===== src/rtl/adder_pkg.sv =====
// Shared constants for the carry-select / carry-lookahead adder.
//   DEFAULT_DATA_WIDTH  : default operand and result width
//   DEFAULT_BLOCK_WIDTH : default width of one carry-lookahead block
//   block_count()       : number of CLA blocks spanning the datapath
package adder_pkg;

    localparam int unsigned DEFAULT_DATA_WIDTH  = 32;
    localparam int unsigned DEFAULT_BLOCK_WIDTH = 4;

    function automatic int unsigned block_count(input int unsigned data_width,
                                                input int unsigned block_width);
        return data_width / block_width;
    endfunction

endpackage


===== src/rtl/cla_select_adder_cla_block.sv =====
// Purely combinational carry-lookahead adder block.
//   a, b : block operands
//   cin  : block carry-in
//   sum  : block sum
//   cout : block carry-out
module cla_block
    import adder_pkg::*;
#(
    parameter int unsigned BLOCK_WIDTH = DEFAULT_BLOCK_WIDTH
) (
    input  logic [BLOCK_WIDTH-1:0] a,
    input  logic [BLOCK_WIDTH-1:0] b,
    input  logic                   cin,
    output logic [BLOCK_WIDTH-1:0] sum,
    output logic                   cout
);

    logic [BLOCK_WIDTH-1:0] g;
    logic [BLOCK_WIDTH-1:0] p;
    logic [BLOCK_WIDTH:0]   c;

    assign g = a & b;
    assign p = a ^ b;

    // AND of propagate bits lo..hi inclusive.
    function automatic logic span_and(input logic [BLOCK_WIDTH-1:0] v,
                                      input int unsigned lo,
                                      input int unsigned hi);
        logic r;
        r = 1'b1;
        for (int unsigned k = lo; k <= hi; k++) begin
            r = r & v[k];
        end
        return r;
    endfunction

    // Every carry is a flat sum of products of g/p/cin; no carry feeds another.
    always_comb begin
        c    = '0;
        c[0] = cin;
        for (int unsigned i = 0; i < BLOCK_WIDTH; i++) begin
            c[i+1] = g[i] | (cin & span_and(p, 0, i));
            for (int unsigned j = 0; j < i; j++) begin
                c[i+1] = c[i+1] | (g[j] & span_and(p, j + 1, i));
            end
        end
    end

    assign sum  = p ^ c[BLOCK_WIDTH-1:0];
    assign cout = c[BLOCK_WIDTH];

endmodule


===== src/rtl/cla_select_adder.sv =====
// Registered-output adder: {carry_o, result_o} = operand_A_i + operand_B_i + carry_i.
// Carry-select over carry-lookahead blocks, one-cycle latency.
//   clk_i       : rising-edge clock
//   rst_i       : synchronous active-high reset
//   valid_i     : operands valid this cycle
//   operand_A_i : first addend
//   operand_B_i : second addend (two's complement of subtrahend to subtract)
//   carry_i     : carry into bit 0
//   result_o    : registered sum, low DATA_WIDTH bits
//   carry_o     : registered carry out of the MSB
//   valid_o     : result_o/carry_o valid
module cla_select_adder
    import adder_pkg::*;
#(
    parameter int unsigned DATA_WIDTH  = DEFAULT_DATA_WIDTH,
    parameter int unsigned BLOCK_WIDTH = DEFAULT_BLOCK_WIDTH
) (
    input  logic                  clk_i,
    input  logic                  rst_i,
    input  logic                  valid_i,
    input  logic [DATA_WIDTH-1:0] operand_A_i,
    input  logic [DATA_WIDTH-1:0] operand_B_i,
    input  logic                  carry_i,
    output logic [DATA_WIDTH-1:0] result_o,
    output logic                  carry_o,
    output logic                  valid_o
);

    localparam int unsigned N     = block_count(DATA_WIDTH, BLOCK_WIDTH);
    localparam int unsigned SEL_N = (N > 1) ? N - 1 : 1;

    if ((DATA_WIDTH % BLOCK_WIDTH) != 0 || DATA_WIDTH == 0) begin : g_bad_width
        $error("DATA_WIDTH must be a non-zero multiple of BLOCK_WIDTH");
    end

    logic [BLOCK_WIDTH-1:0]            sum_lo;
    logic                              cout_lo;
    // Upper blocks, entry k-1 holds block k: *0 assumes carry-in 0, *1 assumes 1.
    logic [SEL_N-1:0][BLOCK_WIDTH-1:0] sum0;
    logic [SEL_N-1:0][BLOCK_WIDTH-1:0] sum1;
    logic [SEL_N-1:0]                  cout0;
    logic [SEL_N-1:0]                  cout1;

    cla_block #(.BLOCK_WIDTH(BLOCK_WIDTH)) u_cla_lo (
        .a    (operand_A_i[BLOCK_WIDTH-1:0]),
        .b    (operand_B_i[BLOCK_WIDTH-1:0]),
        .cin  (carry_i),
        .sum  (sum_lo),
        .cout (cout_lo)
    );

    for (genvar k = 1; k < N; k++) begin : g_blk
        cla_block #(.BLOCK_WIDTH(BLOCK_WIDTH)) u_cla0 (
            .a    (operand_A_i[k*BLOCK_WIDTH +: BLOCK_WIDTH]),
            .b    (operand_B_i[k*BLOCK_WIDTH +: BLOCK_WIDTH]),
            .cin  (1'b0),
            .sum  (sum0[k-1]),
            .cout (cout0[k-1])
        );
        cla_block #(.BLOCK_WIDTH(BLOCK_WIDTH)) u_cla1 (
            .a    (operand_A_i[k*BLOCK_WIDTH +: BLOCK_WIDTH]),
            .b    (operand_B_i[k*BLOCK_WIDTH +: BLOCK_WIDTH]),
            .cin  (1'b1),
            .sum  (sum1[k-1]),
            .cout (cout1[k-1])
        );
    end

    logic [DATA_WIDTH-1:0] sum_c;
    logic                  chain;

    // Select chain written sequentially so the block carries form no
    // combinational feedback through a shared vector.
    always_comb begin
        sum_c                  = '0;
        sum_c[BLOCK_WIDTH-1:0] = sum_lo;
        chain                  = cout_lo;
        for (int unsigned k = 1; k < N; k++) begin
            sum_c[k*BLOCK_WIDTH +: BLOCK_WIDTH] = chain ? sum1[k-1] : sum0[k-1];
            chain = chain ? cout1[k-1] : cout0[k-1];
        end
    end

    always_ff @(posedge clk_i) begin
        if (rst_i) begin
            result_o <= '0;
            carry_o  <= 1'b0;
            valid_o  <= 1'b0;
        end else begin
            valid_o <= valid_i;
            if (valid_i) begin
                result_o <= sum_c;
                carry_o  <= chain;
            end
        end
    end

endmodule


===== config.mk =====
export PLATFORM = sky130hd
export DESIGN_NAME = cla_select_adder
export DESIGN_NICKNAME = d
export VERILOG_FILES = /design/src/rtl/adder_pkg.sv /design/src/rtl/cla_select_adder_cla_block.sv /design/src/rtl/cla_select_adder.sv
export SDC_FILE = /design/constraint.sdc
export NUM_CORES = 1
export LEC_CHECK = 0
export CAP_MARGIN = 20
export CORE_ASPECT_RATIO = 0.6
export CORE_UTILIZATION = 45
export DETAILED_ROUTE_END_ITERATION = 8
export GPL_TIMING_DRIVEN = 0
export PLACE_DENSITY = 0.85
export SKIP_CTS_REPAIR_TIMING = 1
export SYNTH_ARGS = -nofsm -noshare
export SYNTH_HDL_FRONTEND = slang
export SYNTH_SLANG_ARGS = --single-unit

===== constraint.sdc =====
create_clock -name clk_i -period 10.5 [get_ports clk_i]
set_input_delay 3.15 -clock clk_i [delete_from_list [all_inputs] [get_ports clk_i]]
set_output_delay 3.15 -clock clk_i [all_outputs]
set_load 0.02 [all_outputs]

### After elaboration in Yosys (flattened, before gate mapping)

Index checks and enable logic that the tools add are counted.

* mux-type cells: 14
* bitwise logic cells: 253

Operators with widths (number)
* OR 1 bit: 122
* AND 1 bit: 100
* bitwise XOR 4 bit: 23
* AND 4 bit: 8
* 2-to-1 mux 4 bit: 7
* 2-to-1 mux 1 bit: 7

* register bits: 34
* output and inout bits: 34
* logic and storage cells: 270

### Longest topological paths before layout

Gate-level depths: netlist of run 1.

* depth in word-level cells: 16
* gate-level depth with buffers: 11

### Hierarchy

A second synthesis of run 1 with hierarchy kept.

* cells, all modules: 430
* area, all modules: 3903.7 um2

Modules (own cells, without submodules)
* cla_block (g_blk[2].u_cla1 ...): times used 12, cells an instance 17, area each 147.6 um2, seq. area each 0.0 um2
* cla_select_adder: times used 1, cells an instance 187, area each 1734.2 um2, seq. area each 680.7 um2
* cla_block (g_blk[1].u_cla0 ...): times used 3, cells an instance 13, area each 132.6 um2, seq. area each 0.0 um2

### Worst setup path after synthesis of run 1

Ideal clock, no wire load.

* path type: input -> register
* from: in operand_A_i[15]
* to: reg result_o[31]
* setup time: 0.134 ns
* data arrival time: 5.436 ns
* data required time: 10.366 ns
* setup slack: 4.929 ns
* cell stages on the path: 10
* path through: ha_1 a21o_1 o21bai_1 a221oi_2 nand2_1 o211ai_2 o211ai_2 a41o_1 nor4bb_1 or4_1

* word-level cells in the longest chain between the ends: 11
* elaborated cells between the ends (all ways): 20

Ends and longest elaborated chain
* from (decl): RTL line cla_select_adder.sv:21 `input logic [DATA_WIDTH-1:0] operand_A_i,`
* bitwise XOR 4 bit: RTL line cla_select_adder_cla_block.sv:23 `assign p = a ^ b;`
* AND 1 bit: RTL line cla_select_adder_cla_block.sv:32 `r = r & v[k];`
* AND 1 bit or OR 1 bit (tied branches): RTL line cla_select_adder_cla_block.sv:44, cla_select_adder_cla_block.sv:42
* OR 1 bit (3 in a row): RTL line cla_select_adder_cla_block.sv:44 `c[i+1] = c[i+1] | (g[j] & span_and(p, j + 1, i));`
* 2-to-1 mux 1 bit * (4 in a row): RTL line cla_select_adder.sv:80 `chain = chain ? cout1[k-1] : cout0[k-1];`
* 2-to-1 mux 4 bit *: RTL line cla_select_adder.sv:79 `sum_c[k*BLOCK_WIDTH +: BLOCK_WIDTH] = chain ? sum1[k-1] : sum0[k-1];`
* to (signal assigned): RTL line cla_select_adder.sv:92 `result_o <= sum_c;`
* to (decl): RTL line cla_select_adder.sv:24 `output logic [DATA_WIDTH-1:0] result_o,`

Every way passes the cells marked *; elsewhere a longest branch is shown, timed or not.
A chain may end at the register's enable or synchronous reset.

### Worst setup path after layout of run 1

Ends and elaborated chain as after synthesis.

==> results of run 1 <==
-- power by group through the flow --
stage | registers (mW) | clock network [mW] | logic [mW]
6_report | 0.151 | 0.121 | 0.185
2_1_floorplan | 0.171 | 0 | 0.0903
3_5_place_dp | 0.154 | 0 | 0.183
4_1_cts | 0.151 | 0.122 | 0.185
5_1_grt | 0.153 | 0.129 | 0.201
3_3_place_gp | 0.154 | 0 | 0.178
-- through the flow --
stage | instance area, µm² | hold slack (ns)
2_1_floorplan | 2640 | 0.544
3_3_place_gp | 3750 | 0.451
3_5_place_dp | 3750 | 0.461
4_1_cts | 3860 | 0.476
5_1_grt | 3860 | 0.513
6_report | 3860 | 0.474
-- layer usage --
metal | part of all wire (%) | wire (µm) | up-vias | track usage, %
met4 | 0.35 | 25 | 0 | 6.63
met5 | 0 | 0 | - | 0
met3 | 8.1 | 585 | 4 | 7.72
met1 | 46 | 3330 | 1187 | 28.6
met2 | 45 | 3250 | 77 | 39.8
li1 | - | - | 1314 | -
-- area by class of cell --
cell class,instances,area (µm²)
multi-input combinational,242,1830
fill,472,1760
timing repair buffer,101,1010
sequential,34,681
tap,80,100
inverter,25,93.8
clock buffer,5,68.8
clock inverter,3,40.0
buffer,9,33.8
-- cells in the mapped netlist, types with 4 or more instances --
cell type,count
ha_1,39
nor2_1,37
dfxtp_1,34
inv_1,25
mux2i_1,24
nand2_1,19
xnor2_1,17
a21oi_1,16
o21ai_0,13
a21o_1,8
a211oi_1,7
clkbuf_1,7
nand2b_1,7
xor2_1,6
nor3_1,5
nor3b_1,5
o21a_1,5
nand4_1,4
-- path summary, 6_finish.rpt --
path / start / to / cells after the start
worst min-delay path: result_o[13] / result_o[13] / 2
worst max-delay path: operand_A_i[15] / result_o[31] / 11
worst min register to register: result_o[13] / result_o[13] / 2
worst max register to register: result_o[31] / result_o[31] / 2
-- state kept, by name, summed over array words and instances (netlist names) --
register / flops
carry_o: 1
valid_o: 1
result_o: 32
-- cells in the final DEF, fill, tap and decap left out, types with 2 or more instances in the layout --
cell type	n
nand2b_1	7
nor3b_1	5
nor3_1	5
a211oi_1	7
xnor2_1	17
nand3_1	3
clkbuf_8	5
o21bai_1	2
nor4bb_1	2
o22ai_1	2
ha_1	39
o211ai_2	2
buf_1	2
nand4_1	4
a21o_1	8
nand2_1	19
xor2_1	6
o21ai_0	13
o21a_1	5
nor2b_1	2
o31a_1	2
clkinv_2	2
inv_1	25
nor2_1	37
clkbuf_1	7
clkdlybuf4s50_1	101
a21oi_1	16
mux2i_1	24
dfxtp_1	34
-- critical path, cell delays in order --
cell	delay [ns]
clkdlybuf4s50_1	0.41
ha_1	0.34
a21o_1	0.23
o21bai_1	0.18
a221oi_2	0.38
nand2_1	0.14
o211ai_2	0.18
o211ai_2	0.17
a41o_1	0.31
nor4bb_1	0.15
or4_1	0.51
-- kinds of logic after synthesis --
family	count (synthesis)
multiplexers	25
adder cells (fa/ha/maj)	40
AO/OA/AOI/OAI	67
AND/OR/NAND/NOR	87
buffers and inverters	34
flip-flops	34
XOR/XNOR	23
==> metrics.yaml, run 1 <==
yosys:
  async_flop_share_pct: 0
  synth.distinct_cells: 41
  yosysTopAreaCellShare_pct: 25.8
  synth_compound_area_share_pct: 17.4
  ys_ff_latch: 34
  syn-mean-instance-area_um2: 8.52
  syn_area_um2: 2640
  synthAdderAreaFrac_pct: 19.2
  synthMuxAreaShare_pct: 9.52
  synth_xor_xnor_area_share_pct: 7.62
  synthesis.nets: 418
  synth_area_leaders: "dfxtp_1 (26%), ha_1 (18%), mux2i_1 (9.1%)"
  synth_top_flop_cell: "dfxtp_1"
  synth_edf_count: 0
  synth_top_family_by_area: "adder cells"
  netlist_instances: 310
  synth-simple-area-share_pct: 15.7
  synth_warnings: 0
  synth_seq_area_share_pct: 25.8
  synth_top_cell_by_area: "dfxtp_1"
routing:
  dr_total_vias: 2582
  drt_wl_total_um: 7190
  wire_per_inst_um: 14.4
  viasPerCell: 5.17
  dr.pass1.iters: 4
  drcViolationCount: 0
  ant_nets: 0
  drt_iter0_drc: 71
critical_path:
  required_ns: 10.66
  reg2reg_setup_slack_ns: 9.51
  critPathMaxFanout: 5
  arrival_ns: 6.15
  crit_path_start_kind: "input port"
  setup.worst_path.class: "input port to flip-flop"
  crit_path_end_kind: "flip-flop"
run_status:
  status: "finished, final reports clean"
global_route:
  grt_overflow: 0
  grt_max_degree: 12
  grt_usage_pct: 23.2
  grt_pass1_vias: 2461
  grt_pass1_wl_um: 10900
  antenna_found_initial: 0
clocking:
  cts_tree: "built"
  root_buffer: "clkbuf_8"
  clk_pin_slew_ns: 0.07
  cts_buffers: 5
  cts.sink_count: 34
  clock_latency_ns: 0.28
  clk_path_buf_depth: 2
  htree_levels: 2
final_layout:
  postLayoutCoreUtil_pct: 68.7
  fin_cells: 499
  nNetsFinal: 526
  drive_gt1_share_pct: 3.10
  antennaDiodeCount: 0
  layout-area-overhead-vs-synth_pct: 46.2
timing:
  rsz0062_at_grt: "no"
  fmax_ghz: 0.167
  slew_violations: 0
  fin_tns_setup_ns: 0
  period_needed_ns: 5.99
  slew_headroom_pct: 51.9
  skew_ns: 0
  hold_viol_final: 0
  tightestPinTransition_ns: 0.721
  setup_viol: 0
  period_share_pct: 57.1
  fin_ws_ns: 4.51
floorplanning:
  core_area_um2: 5620
  initial_core_util_pct: 47.0
  die-area_um2: 6190
  io_pins: 102
  rows: 21
  die_width_um: 101
  chipHeight_um: 61.4
power:
  power_leakage_nw: 1.73
  internal-power_uw: 308
  combPwrFrac_pct: 40.4
  swShare_pct: 32.8
  finalPower_uw: 458
  p_sw_uw: 150
  p_clk_share_pct: 26.5
  peakVddDrop_mv: 0.0561
  power_density_nw_per_um2: 118
  pwr-share-seq_pct: 33.1
run:
  max_cap_viol_count: 0
place:
  portBuffers: 101
  pre_cts_slack_ns: 4.25
  routabilityCongestion: 0.809
  dpl.hpwl_um: 5750
  place_inst: 491
hold_path:
  hold_class: "flip-flop to flip-flop"
(Power assumes the default switching activity.)
==> inputs of run 2 (changes only) <==
--- a/config.mk
+++ b/config.mk
@@ -7,10 +7,10 @@
 export LEC_CHECK = 0
 export CAP_MARGIN = 20
 export CORE_ASPECT_RATIO = 0.6
-export CORE_UTILIZATION = 45
+export CORE_UTILIZATION = 40
 export DETAILED_ROUTE_END_ITERATION = 8
 export GPL_TIMING_DRIVEN = 0
-export PLACE_DENSITY = 0.85
+export PLACE_DENSITY = 0.8
 export SKIP_CTS_REPAIR_TIMING = 1
 export SYNTH_ARGS = -nofsm -noshare
 export SYNTH_HDL_FRONTEND = slang
==> constraint.sdc (replaced) <==
create_clock -name clk_i -period 5.5 [get_ports clk_i]
set_input_delay 1.65 -clock clk_i [delete_from_list [all_inputs] [get_ports clk_i]]
set_output_delay 1.65 -clock clk_i [all_outputs]
set_load 0.02 [all_outputs]
==> run 2 against run 1 <==
  * Sequential power up 91%
  * Die area up 12%
  * Final cell count up 0.80%
  * Sequential share of layout area up 0.057 points
  * Largest cell class unchanged
  * Flip-flop and latch count unchanged
  * Final area down 0.32%
  * Count of clock-buffer cells in the layout up 2
  * Hold slack worse by 0.0012 ns
  * Utilization down 7.1 points
  * Critical path depth unchanged
  * Total power up 82%
==> metrics.yaml, run 2 (synthesis gave the netlist of run 1 again) <==
timing:
  fmax_ghz: 0.222
  fin_ws_ns: 0.988
  hold_viol_final: 0
  rsz0062_at_grt: "no"
  setup_viol: 0
  tightestPinTransition_ns: 0.748
  period_needed_ns: 4.51
  slew_violations: 0
  slew_headroom_pct: 50.1
  skew_ns: 0
  fin_tns_setup_ns: 0
  period_share_pct: 82.0
floorplanning:
  rows: 22
  initial_core_util_pct: 42.3
  die-area_um2: 6950
  die_width_um: 107
  io_pins: 102
  chipHeight_um: 65.0
  core_area_um2: 6250
clocking:
  cts.sink_count: 34
  clock_latency_ns: 0.29
  root_buffer: "clkbuf_8"
  cts_buffers: 5
  cts_tree: "built"
  htree_levels: 2
  clk_path_buf_depth: 2
  clk_pin_slew_ns: 0.07
critical_path:
  reg2reg_depth: 2
  critPathMaxFanout: 5
  reg2reg_setup_slack_ns: 4.53
  arrival_ns: 4.68
  required_ns: 5.67
  r2r-start: "result_o[31]"
  crit_end: "result_o[31]"
  crit_start: "operand_A_i[2]"
  crit_path_start_kind: "input port"
  crit_path_end_kind: "flip-flop"
  regToRegEndpoint: "result_o[31]"
  setup.worst_path.class: "input port to flip-flop"
global_route:
  grt_overflow: 0
  grt_usage_pct: 20.5
  antenna_found_initial: 0
  grt_pass1_vias: 2385
  grt_pass1_wl_um: 11200
  grt_max_degree: 11
final_layout:
  drive_gt1_share_pct: 2.86
  top_regs: "result_o (32), carry_o (1), valid_o (1)"
  nNetsFinal: 526
  fin_area_um2: 3850
  num-fill-cells: 553
  largest_reg_flops: 32
  antennaDiodeCount: 0
  layout-area-overhead-vs-synth_pct: 45.7
  fin_cells: 503
  mostFrequentLayoutCells: "clkdlybuf4s50_1 (101), ha_1 (39), nor2_1 (37)"
  top_register: "result_o"
  final_common_cell: "clkdlybuf4s50_1"
routing:
  dr_total_vias: 2570
  drt_wl_total_um: 6910
  drcViolationCount: 0
  ant_nets: 0
  viasPerCell: 5.11
  wire_per_inst_um: 13.7
  drt_iter0_drc: 64
  dr.pass1.iters: 4
run:
  max_cap_viol_count: 0
hold_path:
  min_path_cells: 2
  hold_class: "flip-flop to flip-flop"
  hold_path_startpoint: "result_o[13]"
power:
  power_leakage_nw: 1.72
  power_density_nw_per_um2: 217
  peakVddDrop_mv: 0.124
place:
  dpl.hpwl_um: 5650
  pre_cts_slack_ns: 0.690
  place_inst: 495
  portBuffers: 101
  placed_area_um2: 3760
  routabilityCongestion: 0.878
run_status:
  status: "finished, final reports clean"
run 2: changes by cell type in the layout (fill, tap and decap cells not counted), sizes merged:
cell and change:
clkbuf +2, bufinv -1, clkinv -1
run 2: worst min path at each step:
stage | end | slack (ns)
floorplan | result_o[13] | 0.54
global placement | result_o[23] | 0.46
detailed placement | result_o[13] | 0.47
CTS | result_o[13] | 0.48
global route | result_o[13] | 0.51
finish | result_o[13] | 0.47
run 2: per-stage QoR:
| step | hold slack (ns) | util, % | power, mW |
|---|---|---|---|
| 6_report | 0.473 | 61.6 | 0.834 |
| 5_1_grt | 0.513 | 61.6 | 0.886 |
| 4_1_cts | 0.477 | 61.6 | 0.837 |
| 3_5_place_dp | 0.467 | 60.2 | 0.642 |
| 3_3_place_gp | 0.459 | 60.2 | 0.635 |
| 2_1_floorplan | 0.544 | - | 0.498 |
run 2: per-layer routing:
metal / wire length (µm) / track usage [%]
met3: 507 / 6.14
met2: 2910 / 32.0
met5: 0 / 0
met1: 3440 / 27.6
met4: 59 / 4.79
run 2: power breakdown:
part | total, mW | internal [mW] | switching [mW] | leakage (nW)
logic | 0.350 | 0.180 | 0.170 | 1.39
registers | 0.289 | 0.274 | 0.0145 | 0.281
clock network | 0.196 | 0.101 | 0.0946 | 0.0482
total | 0.834 | 0.555 | 0.279 | 1.72
run 2: layout make-up:
cell class | instances | area, µm² | area share (%)
clock inverter | 1 | 5.00 | 0.130
sequential | 34 | 681 | 17.7
tap | 84 | 105 | 2.73
inverter | 25 | 93.8 | 2.44
multi-input combinational | 242 | 1830 | 47.6
timing repair buffer | 101 | 1010 | 26.3
clock buffer | 7 | 86.3 | 2.24
buffer | 9 | 33.8 | 0.877
run 2: critical path: stages:
cell             delay (ns)
clkdlybuf4s50_1        0.41
ha_1                   0.36
a21o_1                 0.19
a21oi_2                0.16
a21oi_1                0.13
o31a_1                 0.40
o211ai_2               0.22
o211ai_2               0.18
a41o_1                 0.32
nor4bb_1               0.15
or4_1                  0.50
==> inputs of run 3 (changes only) <==
--- a/config.mk
+++ b/config.mk
@@ -7,10 +7,10 @@
 export LEC_CHECK = 0
 export CAP_MARGIN = 20
 export CORE_ASPECT_RATIO = 0.6
-export CORE_UTILIZATION = 40
+export CORE_UTILIZATION = 45
 export DETAILED_ROUTE_END_ITERATION = 8
 export GPL_TIMING_DRIVEN = 0
-export PLACE_DENSITY = 0.8
+export PLACE_DENSITY = 0.85
 export SKIP_CTS_REPAIR_TIMING = 1
 export SYNTH_ARGS = -nofsm -noshare
 export SYNTH_HDL_FRONTEND = slang
==> constraint.sdc (replaced) <==
create_clock -name clk_i -period 4.6 [get_ports clk_i]
set_input_delay 1.38 -clock clk_i [delete_from_list [all_inputs] [get_ports clk_i]]
set_output_delay 1.38 -clock clk_i [all_outputs]
set_load 0.02 [all_outputs]
==> results of run 3 <==
The final DEF is identical to that of run 1. Status: finished, final reports clean.
Among the figures that moved: setup slack after placement 4.25 ns -> 0.120 ns; setup slack after layout 4.51 ns -> 0.376 ns; register-to-register setup slack 9.51 ns -> 3.61 ns; total power 0.458 mW -> 1.04 mW; worst IR drop on VDD 0.0561 mV -> 0.128 mV
